$ cat src/rtl/oam_dma_pkg.sv
// -----------------------------------------------------------------------------
// oam_dma_pkg
// Shared bus constants and the OAM DMA state encoding.
//   REG_DMA         CPU-visible DMA start / source-page register address
//   OAM_BASE        first OAM byte on the master-side bus
//   OAM_SIZE        number of OAM bytes copied per transfer
//   ST_*            FSM state encoding used by oam_dma
//   echo_page()     folds echo-RAM source pages onto the work-RAM they mirror
// -----------------------------------------------------------------------------
package oam_dma_pkg;

  localparam logic [15:0] REG_DMA  = 16'hFF46;
  localparam logic [15:0] OAM_BASE = 16'hFE00;
  localparam logic [7:0]  OAM_SIZE = 8'hA0;

  // Index of the last OAM byte; the transfer ends after writing it.
  localparam logic [7:0]  LAST_INDEX = OAM_SIZE - 8'd1;

  // Pages 0xE0..0xFF are echo RAM, an alias of 0xC0..0xDF.
  localparam logic [7:0]  ECHO_FIRST_PAGE = 8'hE0;
  localparam logic [7:0]  ECHO_OFFSET     = 8'h20;

  localparam logic [2:0]  ST_IDLE  = 3'd0;
  localparam logic [2:0]  ST_DELAY = 3'd1;
  localparam logic [2:0]  ST_READ  = 3'd2;
  localparam logic [2:0]  ST_WAIT  = 3'd3;
  localparam logic [2:0]  ST_WRITE = 3'd4;

  function automatic logic [7:0] echo_page(input logic [7:0] page);
    return (page >= ECHO_FIRST_PAGE) ? (page - ECHO_OFFSET) : page;
  endfunction

endpackage

$ cat src/rtl/oam_dma.sv
// -----------------------------------------------------------------------------
// oam_dma
// Copies 160 bytes from page {src_page, 0x00..0x9F} into OAM at 0xFE00..0xFE9F
// after the CPU writes the source page to 0xFF46. Each byte takes three cycles
// (READ address, WAIT for read data, WRITE to OAM) after a one-cycle DELAY.
//
// Ports
//   clk, reset_n        clock, asynchronous active-low reset
//   mem_addr            CPU bus address (snooped)
//   mem_data_write      CPU bus write data
//   mem_do_write        CPU bus write strobe
//   mem_data_read       source-page register readback (0xFF when not selected)
//   mem_data_active     high when a CPU read targets 0xFF46
//   dma_addr            master-side address
//   dma_data_read       master-side read data, valid one cycle after dma_addr
//   dma_data_write      master-side write data
//   dma_do_write        master-side write strobe
//   dma_busy            block owns the bus (arbiter muxes dma_* when high)
//   dma_done            one-cycle pulse after the final OAM write
// -----------------------------------------------------------------------------
module oam_dma
  import oam_dma_pkg::*;
(
  input  logic        clk,
  input  logic        reset_n,
  input  logic [15:0] mem_addr,
  input  logic [7:0]  mem_data_write,
  input  logic        mem_do_write,
  output logic [7:0]  mem_data_read,
  output logic        mem_data_active,
  output logic [15:0] dma_addr,
  input  logic [7:0]  dma_data_read,
  output logic [7:0]  dma_data_write,
  output logic        dma_do_write,
  output logic        dma_busy,
  output logic        dma_done
);

  logic [2:0] state;
  logic [7:0] src_page;
  logic [7:0] index;
  logic [7:0] byte_reg;
  logic       reg_hit;
  logic       start;

  assign reg_hit         = (mem_addr == REG_DMA);
  assign start           = mem_do_write && reg_hit;
  assign mem_data_active = !mem_do_write && reg_hit;
  assign mem_data_read   = mem_data_active ? src_page : 8'hFF;
  assign dma_busy        = (state != ST_IDLE);

  // A start write wins over every state, including the final WRITE, so a
  // restart never produces a done pulse and always re-enters DELAY.
  // NOTE: state registers use non-blocking assignments so every flop samples
  // the pre-edge values; blocking here would create order-dependent logic.
  always_ff @(posedge clk or negedge reset_n) begin
    if (!reset_n) begin
      state    <= ST_IDLE;
      src_page <= 8'h00;
      index    <= 8'h00;
      byte_reg <= 8'h00;
      dma_done <= 1'b0;
    end else begin
      dma_done <= 1'b0;
      if (start) begin
        src_page <= mem_data_write;
        index    <= 8'h00;
        state    <= ST_DELAY;
      end else begin
        case (state)
          ST_IDLE: begin
            state <= ST_IDLE;
          end
          ST_DELAY: begin
            index <= 8'h00;
            state <= ST_READ;
          end
          ST_READ: begin
            state <= ST_WAIT;
          end
          ST_WAIT: begin
            // Source data arrives one cycle after the READ address.
            byte_reg <= dma_data_read;
            state    <= ST_WRITE;
          end
          ST_WRITE: begin
            index <= index + 8'd1;
            if (index < LAST_INDEX) begin
              state <= ST_READ;
            end else begin
              state    <= ST_IDLE;
              dma_done <= 1'b1;
            end
          end
          default: begin
            state <= ST_IDLE;
          end
        endcase
      end
    end
  end

  // NOTE: every output gets a default before the case so no path leaves a
  // signal unassigned, which would otherwise infer a latch.
  always_comb begin
    dma_addr       = 16'h0000;
    dma_data_write = 8'h00;
    dma_do_write   = 1'b0;
    case (state)
      ST_READ, ST_WAIT: begin
        dma_addr = {echo_page(src_page), index};
      end
      ST_WRITE: begin
        dma_addr       = OAM_BASE + {8'h00, index};
        dma_data_write = byte_reg;
        dma_do_write   = 1'b1;
      end
      default: begin
        dma_addr = 16'h0000;
      end
    endcase
  end

endmodule

$ cat config.mk
export PLATFORM = sky130hd
export DESIGN_NAME = oam_dma
export DESIGN_NICKNAME = d
export VERILOG_FILES = /design/src/rtl/oam_dma_pkg.sv /design/src/rtl/oam_dma.sv
export SDC_FILE = /design/constraint.sdc
export NUM_CORES = 1
export LEC_CHECK = 0
export BUFFER_PORTS_ARGS = -buffer_cell sky130_fd_sc_hd__buf_2
export CAP_MARGIN = 20
export CORE_ASPECT_RATIO = 1.75
export CORE_UTILIZATION = 43
export DETAILED_ROUTE_END_ITERATION = 10
export PLACE_DENSITY = 0.85
export SYNTH_ARGS = -nofsm -noshare
export SYNTH_HDL_FRONTEND = slang
export SYNTH_SLANG_ARGS = --single-unit
$ cat constraint.sdc
create_clock -name clk -period 2.3 [get_ports clk]
set_clock_uncertainty 0.1 [all_clocks]
set_input_delay 0.46 -clock clk [delete_from_list [all_inputs] [get_ports clk]]
set_output_delay 0.46 -clock clk [all_outputs]
set_load 0.05 [all_outputs]
Yosys cells after proc, flatten, opt, wreduce, memory -nomap -nowiden --
Index checks and enable logic that the tools add are counted.
Operators by class: add/sub/neg operators 3, order comparisons 2, eq/ne operators 5, muxes and demuxes 13, bitwise logic cells 1, reduce and logical (&&, ||, !) cells 7
Operators by type and width (number):
- $mux 8 | 4
- $pmux 16 s2 | 1
- $eq 16x16->1 const B | 1
- $pmux 8 s2 | 1
- $pmux 3 s4 | 1
- $add 10x9->11 const A | 1
- $add 8x1->8 const B | 1
- $ge 8x8->1 const B | 1
- $lt 8x8->1 const B | 1
- $sub 8x6->8 const B | 1
- $eq 3x2->1 const B | 2
- $reduce_bool 3->1 | 2
- $mux 1 | 4
- $eq 3x1->1 const B | 1
- $eq 3x3->1 const B | 1
- $mux 3 | 1
- $logic_and 1x1->1 | 2
- $mux 2 | 1
- $reduce_and 2->1 | 1
- $reduce_or 2->1 | 1
- $logic_not 1->1 | 1
- $not 1->1 | 1
Word-level totals: bits in registers 28, input port bits 35, output and inout port bits 36, logic and storage cells 36

Depth between registers and ports, before layout --
Gate-level depths: netlist (run 1).
depth after elaboration 4, mapped depth 6, depth with buffers taken out 5

Worst setup path after synthesis (run 1) --
Ideal clock, no wire load.
path kind register to output, start point register state[0], end point output dma_addr[0], arrival 2.343 ns, data required time 1.740 ns, slack -0.603 ns, stages on the path, launching flop included 7, buffers on the path 1, path through dfrtp_1 clkbuf_1 nor2_1 nand2_1 inv_1 nor2_1 nor2b_1
Between the ends: cells in the longest elaborated chain, start to end 3, elaborated cells on any way between the ends 5, those cells by class eq/ne (3); mux (1); reduce/logical (1)
Ends and longest elaborated chain:
- start: declaration | line oam_dma.sv:39 | logic [2:0] state;
- start signal: assignment | line oam_dma.sv:58 | state <= ST_IDLE;
- start signal: assignment | line oam_dma.sv:68 | state <= ST_DELAY;
- start signal: assignment | line oam_dma.sv:72 | state <= ST_IDLE;
- $eq 3x2->1 | line oam_dma.sv:109 | case (state)
- $reduce_or 2->1 | line oam_dma.sv:109
- $pmux 16 s2 * | line oam_dma.sv:109
- end: declaration | line oam_dma.sv:31 | output logic [15:0] dma_addr,
Every way passes the cells marked *; elsewhere a longest branch is shown, timed or not.

Worst setup path after layout (run 1) --
start point input mem_addr[0], end point output mem_data_read[4]
Between the ends: cells in the longest elaborated chain, start to end 3
Ends and longest elaborated chain:
- start: declaration | line oam_dma.sv:26 | input logic [15:0] mem_addr,
- $eq 16x16->1 | line oam_dma.sv:46 | assign reg_hit = (mem_addr == REG_DMA);
- $logic_and 1x1->1 | line oam_dma.sv:48 | assign mem_data_active = !mem_do_write && reg_hit;
- $mux 8 | line oam_dma.sv:49 | assign mem_data_read = mem_data_active ? src_page : 8'hFF;
- end: declaration | line oam_dma.sv:29 | output logic [7:0] mem_data_read,
Every way passes these cells.

==> results of run 1 <==
[layer usage]
layer  GRT usage (%)  vias to the layer above  wire, microns
met2            42.3                       60           2520
met1            24.6                      791           1630
met4            11.5                        0            123
met5               0                        -              0
met3            2.91                       10            188
li1                -                      778              -
[cells in the mapped netlist (3+ instances only)]
library cell                n  share of area (%)
sky130_fd_sc_hd__dfrtp_1   28                 43
sky130_fd_sc_hd__nand2_1   24                5.5
sky130_fd_sc_hd__nor2b_1   11                4.2
sky130_fd_sc_hd__nand2b_1  10                3.8
sky130_fd_sc_hd__nand3_1   10                3.0
sky130_fd_sc_hd__and3_1     8                3.0
sky130_fd_sc_hd__mux2_2     8                5.5
sky130_fd_sc_hd__clkbuf_1   7                1.6
sky130_fd_sc_hd__nor2_1     7                1.6
sky130_fd_sc_hd__o21ai_0    7                2.1
sky130_fd_sc_hd__mux2_1     6                4.1
sky130_fd_sc_hd__a21oi_1    5                1.5
sky130_fd_sc_hd__inv_1      5                1.1
sky130_fd_sc_hd__nand4_1    3                1.1
sky130_fd_sc_hd__o31ai_1    3                1.4
[report_power, final]
part / leakage [uW] / switching [uW] / internal (uW)
combinational: 0.000864 / 872 / 492
clock: 0.0000357 / 157 / 233
sequential: 0.000349 / 133 / 631
total: 0.00125 / 1160 / 1360
[what timing repair did]
action                     in CTS  in global routing
resized for setup              26                  6
buffers inserted                4                  1
pin swaps                       1                  0
gates cloned                    0                  0
hold buffers                    0                  0
setup endpoints to repair      19                 25
[worst paths after layout]
check	to	cells after the start
setup reg to reg	byte_reg[2]$_DFFE_PN0P_	3
min in group clk	src_page[0]$_DFFE_PN0N_	2
setup / recovery	mem_data_read[4]	7
hold reg to reg	byte_reg[3]$_DFFE_PN0P_	1
max in group asynchronous	state[2]$_DFF_PN0_	1
hold / removal	index[2]$_DFFE_PN0P_	1
[per-stage QoR]
stage                     TNS [ns]  instances
after floorplan             -0.269        176
after global placement       -1.12        293
after detailed placement     -1.64        293
after CTS                   -0.996        301
after global routing         -1.46        300
final                        -1.13        300
[placed cells by master, fill, tap and decap left out, types with 2 or more instances in the layout]
cell / n
sky130_fd_sc_hd__mux2_2: 8
sky130_fd_sc_hd__o21ai_0: 7
sky130_fd_sc_hd__mux2_1: 2
sky130_fd_sc_hd__ha_1: 2
sky130_fd_sc_hd__a21o_1: 2
sky130_fd_sc_hd__a21oi_1: 5
sky130_fd_sc_hd__buf_8: 3
sky130_fd_sc_hd__mux2_4: 4
sky130_fd_sc_hd__nand2_1: 21
sky130_fd_sc_hd__a32oi_1: 2
sky130_fd_sc_hd__o31ai_1: 3
sky130_fd_sc_hd__buf_6: 7
sky130_fd_sc_hd__nand4_1: 3
sky130_fd_sc_hd__nand3_1: 10
sky130_fd_sc_hd__buf_2: 60
sky130_fd_sc_hd__nand2b_1: 4
sky130_fd_sc_hd__nand2b_4: 6
sky130_fd_sc_hd__buf_4: 12
sky130_fd_sc_hd__inv_1: 4
sky130_fd_sc_hd__buf_12: 2
sky130_fd_sc_hd__nor2b_4: 9
sky130_fd_sc_hd__and3_1: 8
sky130_fd_sc_hd__a31oi_1: 2
sky130_fd_sc_hd__nor3_1: 2
sky130_fd_sc_hd__nor2_1: 5
sky130_fd_sc_hd__clkbuf_8: 3
sky130_fd_sc_hd__nand2_4: 2
sky130_fd_sc_hd__dfrtp_1: 27
[cells by family (layout without fill, tap and decap cells)]
family | after synthesis | in the layout | synth area share [%]
DFF | 28 | 28 | 42.7
AOI/OAI and AO/OA | 30 | 30 | 12.6
and+or+nand+nor | 84 | 84 | 28.3
muxes | 15 | 15 | 10.2
buffers and inverters | 16 | 94 | 4.19
adders and majority gates | 2 | 2 | 1.52
xor gates and xnor gates | 1 | 1 | 0.534
[final cells by class]
| class | count | area, sq um | area share, % |
|---|---|---|---|
| Clock inverter | 1 | 30.0 | 1.22 |
| Inverter | 5 | 22.5 | 0.917 |
| Sequential cell | 28 | 702 | 28.6 |
| Tap cell | 46 | 57.6 | 2.34 |
| Clock buffer | 3 | 41.3 | 1.68 |
| Multi-Input combinational cell | 132 | 1040 | 42.4 |
| Timing Repair Buffer | 85 | 562 | 22.9 |
==> summary.md, run 1 <==
After clock tree synthesis, the clock-pin slew on the worst setup and hold paths is 0.10 ns. The die is 48.7 microns wide. After floorplanning, the core was divided into 29 placement rows. The sum of net half-perimeters after detailed placement is 3240 microns. The worst setup path is launched from a primary input.

For the worst setup path, the data arrival time is 1.89 ns. Across the VDD grid, the largest voltage drop is 0.717 mV. The total I/O pin count is 71. Total die area: 4080 sq um.

The worst setup path is of the in2out kind. For this configuration, the core starts out at a cell density of 45.2%. The root buffer cell was sky130_fd_sc_hd__clkbuf_8. Kind of capture point of the worst setup path: an output pin. The tools report the required time of the critical path as 1.74 ns. The initial DRC count was 54. Dividing the detail-routed via count by the number of cells gives 5.46.

The later pin in the worst-skew pair is clocked with a latency of 0.27 ns. The overall power was 2520 uW. The achievable frequency was 0.409 GHz.

Synthesis instantiated 42 different standard cells from the library. Setup slack on the worst reg-to-reg path comes out at 0.49 ns. TritonCTS built the clock tree. The Yosys warning count was 0; the initial antenna violation count was 0. The core region is 3630 sq um.

Synthesis produced 176 cells. The longest clock path from root to sink contains 2 buffers. The flow ran to the end, but the final reports show violations. The async set-or-reset flop fraction in the synthesized netlist came out at 100%. In the routed design, unresolved DRC markers number 0. The maximum net fanout on the critical path came out at 7.

For this run, the total global-route usage over all layers was measured as 22.9%. Summing every instance area after synthesis gives 1640 sq um. The tools report the final setup violation count as 9. Final hold analysis gives a worst-case slack of 0.0878 ns. Entering global routing, the biggest net connects 29 pins. For this run, the share of the core covered by cells in the final layout is 67.7%. The first global-routing pass estimated 7440 microns of wire. The total of flip-flops plus latches after synthesis is 28, and the delay of the slowest cell on the worst path is 0.54 ns. The logs give 0.00125 uW for the cell leakage power and 28 for the number of sinks handled by clock tree synthesis. Setup slack after layout: -0.148 ns. The family of cells with the greatest summed delay on the critical path is simple AND/OR/NAND/NOR gates. The tools report the layout net count as 292. The die height is 83.7 microns, and the number of maximum-capacitance violations is 0. The share of post-route cells with drive strength above 1 is 50.8%, and the finished layout cell area is 2450 sq um.

The logs give 4460 microns for the final wirelength and 58.0% for the headroom to the max-slew limit. Setup repair after global routing could not meet its margin everywhere. Tracing the worst setup path back leads to its startpoint at mem_addr[0]. Relative to the synthesized area, the layout overhead comes to 49.5%.

The layout has 277 filler cells. In this run, synthesis inferred 0 flip-flops with an integrated enable. The run gives 3 as the number of buffers created by CTS. For this block, the via count after detailed routing is 1639.

The number of buffers and inverters on the critical path is 3. In the final routed layout, each cell accounts on average for 14.9 microns. The power density over the cells was 1030 nW/um^2.

The synthesized net count is 213. Walking the worst path, the cells encountered are buf_6, or4b_4, nor4_4, nor2b_4, buf_12, nand2b_4, buf_8. The checks that failed: setup timing. The run gives 1648 as the via count of the first global-routing pass. The placer congestion estimate was 0.887; the average footprint of a synthesized cell was 9.33 sq um.

The min-delay analysis places its worst path in the category in2async. At the pin with the least slew margin, the transition time is 0.629 ns. The top flip-flop cell by instance count after synthesis was sky130_fd_sc_hd__dfrtp_1. For the portion of the post-synthesis area used by sequential elements, the log shows 42.7%. Among all stages on the critical path, the largest delay is contributed by sky130_fd_sc_hd__or4b_4.

The count of buffers added on input and output ports is 70. The tools report the origin of the critical flop-to-flop path as state[2]$_DFF_PN0_. The worst path uses 106% of the clock period.

Before CTS, the worst setup slack after placement is -0.195 ns. The logs give 0 for the number of failing hold endpoints at the final stage and 1 for the CTS H-tree depth. The first detailed-routing pass took 4 iterations. The tools report the final count of pins violating max slew as 0. The worst path needs 2.45 ns of the cycle, external delays included. The total cell area at the placement stage came out at 2260 sq um. Summed over all layers, the global routing overflow is 0. 0 antenna diodes ended up in the layout.

Once detail routing completed, the nets flagged for antenna violations numbered 0.
Note: power is estimated with default switching activity, not from simulation.
==> inputs of run 2 (changes only) <==
CORE_MARGIN = 5   (was unset)
clock period = 2.1 ns   (was 2.3 ns; I/O delays follow)
==> summary.md, run 2 (same netlist as run 1, synthesis figures left out) <==
The family of cells with the greatest summed delay on the critical path was simple AND/OR/NAND/NOR gates. The number of maximum-capacitance violations is 0 (unchanged). The number of standard-cell rows in the floorplan is 29 (unchanged).

The via count of the routed design was 1643 (+0.24%). The run gives 29 (unchanged) as the largest net degree at the start of global routing. The total buffers and inverters traversed by the critical path was 3 (unchanged). CTS placed an instance of sky130_fd_sc_hd__clkbuf_8 at the clock tree root. The share of post-route cells with drive strength above 1 came out at 49.6% (-1.2 points). The CTS H-tree depth is 1 (unchanged), and the number of port buffers is 70 (unchanged).

The tools report the required time of the critical path as 1.58 ns (-0.16 ns). The first-pass detailed-route iteration total came out at 4 (unchanged). On the critical path, the stage with the largest delay is an instance of sky130_fd_sc_hd__or4b_4.

The run gives 35 (-35%) as the initial DRC count. Kind of capture point of the worst setup path: an output pin. The count of antenna diodes in the layout was 0 (unchanged); the final setup violation count was 9 (unchanged).

TritonCTS built the clock tree. The power density over the cells was 1170 nW/um^2 (+14%). The number of sinks handled by clock tree synthesis came out at 28 (unchanged).

The worst setup path is launched from a primary input. The post-detailed-route DRC marker count is 0 (unchanged), and the maximum net fanout on the critical path is 9 (+2). Final count of pins violating max slew: 0 (unchanged). The run finished, with violations left. The overall power was 2900 uW (+15%). The library cells used most frequently in the layout, excluding fill and tap cells, are 51 x sky130_fd_sc_hd__buf_2, 26 x sky130_fd_sc_hd__dfrtp_1, 21 x sky130_fd_sc_hd__nand2_1.

Based on the critical path, the design can be clocked at up to 0.429 GHz. The logs give 7690 microns (+3.4%) for the wire length of the first global-routing pass and 0.18 ns (-0.31 ns) for the slack of the worst reg-to-reg path. The cell depth of the worst flop-to-flop path is 3 (unchanged), and the total of fill cells in the finished design is 288 (+4.0%). For the insertion delay to the later sink of the worst-skew pair, the log shows 0.27 ns (about the same).

The class of the most critical setup path is in2out. For the core outline area, the log shows 3660 sq um (+1.0%). Compared with the post-synthesis result, the final layout area differs by 50.9%. The total die area came out at 5200 sq um (+28%). Origin of the critical flop-to-flop path: state[2]$_DFF_PN0_. The final critical path takes up 111% of the cycle. The run gives 1.81 ns (-0.08 ns) as the arrival time reported for the critical path endpoint.

The tools report the peak supply drop as 1.06 mV (+48%). The per-cell via count in the routed design was 5.51 (+0.92%). Total I/O pin count: 71 (unchanged).

The tools report the combined global-route utilization of all metal layers as 18.3% (-4.5 points). The worst hold path belongs to the class in2async. The post-route non-filler standard cell count is 298 (-0.67%).

The logs give 0.00125 uW (-0.24%) for the cell leakage power and 0 (unchanged) for the global route total overflow. Placer congestion estimate: 0.786 (-11%). The register clock-pin slew on the reported worst setup and hold paths works out to 0.10 ns (about the same).

Sum of net half-perimeters after detailed placement: 3510 microns (+8.4%). The library cell used most frequently in the layout, excluding fill and tap cells, is sky130_fd_sc_hd__buf_2. The setup slack after layout was -0.231 ns (-0.0826 ns). The die height works out to 91.7 microns (+9.6%).

The number of failing hold endpoints at the final stage was 0 (unchanged); the layout net count was 290 (-0.68%). The clock tree buffer depth is 2 (unchanged), and the transition time of the tightest slew-check pin is 0.727 ns (+0.0976 ns). The final routed wire length divided by cell count works out to 15.6 microns (+5.2%). The number of buffers created by CTS was 3 (unchanged); the final critical path time including I/O delays and setup was 2.33 ns.

The cell count after placement came out at 293 (unchanged). Traced cell by cell, the critical path runs through buf_2, or4b_4, nor4_4, nor2b_4, buf_12, nand2b_4, buf_6. The delay of the slowest cell on the worst path came out at 0.54 ns (about the same).

The run gives 44.8% (-0.45 points) as the starting density of the core. The logs give 4660 microns (+4.5%) for the final wirelength and 0 (unchanged) for the initial antenna violation count. For the via count of the first global-routing pass, the log shows 1717 (+4.2%). The worst register-to-register path ends at byte_reg[1]$_DFFE_PN0P_.

The width of the die was 56.7 microns (+16%). The final hold slack was 0.0438 ns (-0.0440 ns); the headroom to the max-slew limit was 51.4% (-6.6 points). The number of buffers inserted by hold repair at cts came out at 0 (unchanged).

Setup repair after global routing could not meet its margin everywhere. The number of nets with antenna violations after routing was 0 (unchanged). The worst-case setup slack after placement is -0.287 ns (-0.0928 ns). The final reports fail on setup timing.
==> run 2: cell count changes in the layout (fill, tap and decap cells not counted), sizes merged <==
cell,delta
buf,-2
==> run 2: worst max path at each step <==
stage                      startpoint  slack [ns]  cells past startpoint          endpoint
after floorplan           mem_addr[0]       -0.15                      5  mem_data_read[0]
final                     mem_addr[0]       -0.23                      7  mem_data_read[3]
after global routing      mem_addr[0]       -0.27                      7  mem_data_read[3]
after global placement    mem_addr[0]       -0.27                      6   mem_data_active
after detailed placement  mem_addr[0]       -0.29                      6   mem_data_active
after CTS                 mem_addr[0]       -0.22                      7  mem_data_read[1]
==> run 2: through the flow <==
stage               TNS, ns  utilization, %  cell area (sq um)
floorplan             -1.24               -               1820
global placement      -3.59            61.9               2270
detailed placement    -4.14            61.9               2270
CTS                   -1.94            66.5               2440
global route          -2.32            67.6               2480
finish                -1.97            67.6               2480
==> run 2: area by class of cell <==
type	instances	area (sq um)	share of cell area [%]
Multi-Input combinational cell	132	1030	41.6
Sequential cell	28	703	28.4
Timing Repair Buffer	83	593	23.9
Tap cell	46	57.6	2.32
Clock buffer	3	41.3	1.67
Clock inverter	1	30.0	1.21
Inverter	5	22.5	0.909
==> run 2: where the power goes <==
group | total [uW] | internal, uW | switching (uW) | leakage [uW]
sequential | 848 | 693 | 155 | 0.000347
combinational | 1630 | 645 | 986 | 0.000862
clock | 421 | 255 | 166 | 0.0000357
==> run 2: what timing repair did <==
action                                  4_1_cts  5_1_grt
hold endpoints to repair                      0        0
pin swaps                                     1        0
setup buffers                                 1        0
resized for setup                            27       15
endpoints found under the setup margin       25       25
==> run 2: metal layers <==
metal / global-route usage (%) / wire length, microns
met1: 18.7 / 1570
met2: 34.0 / 2560
met5: 0 / 0
met4: 10.7 / 180
met3: 2.95 / 345
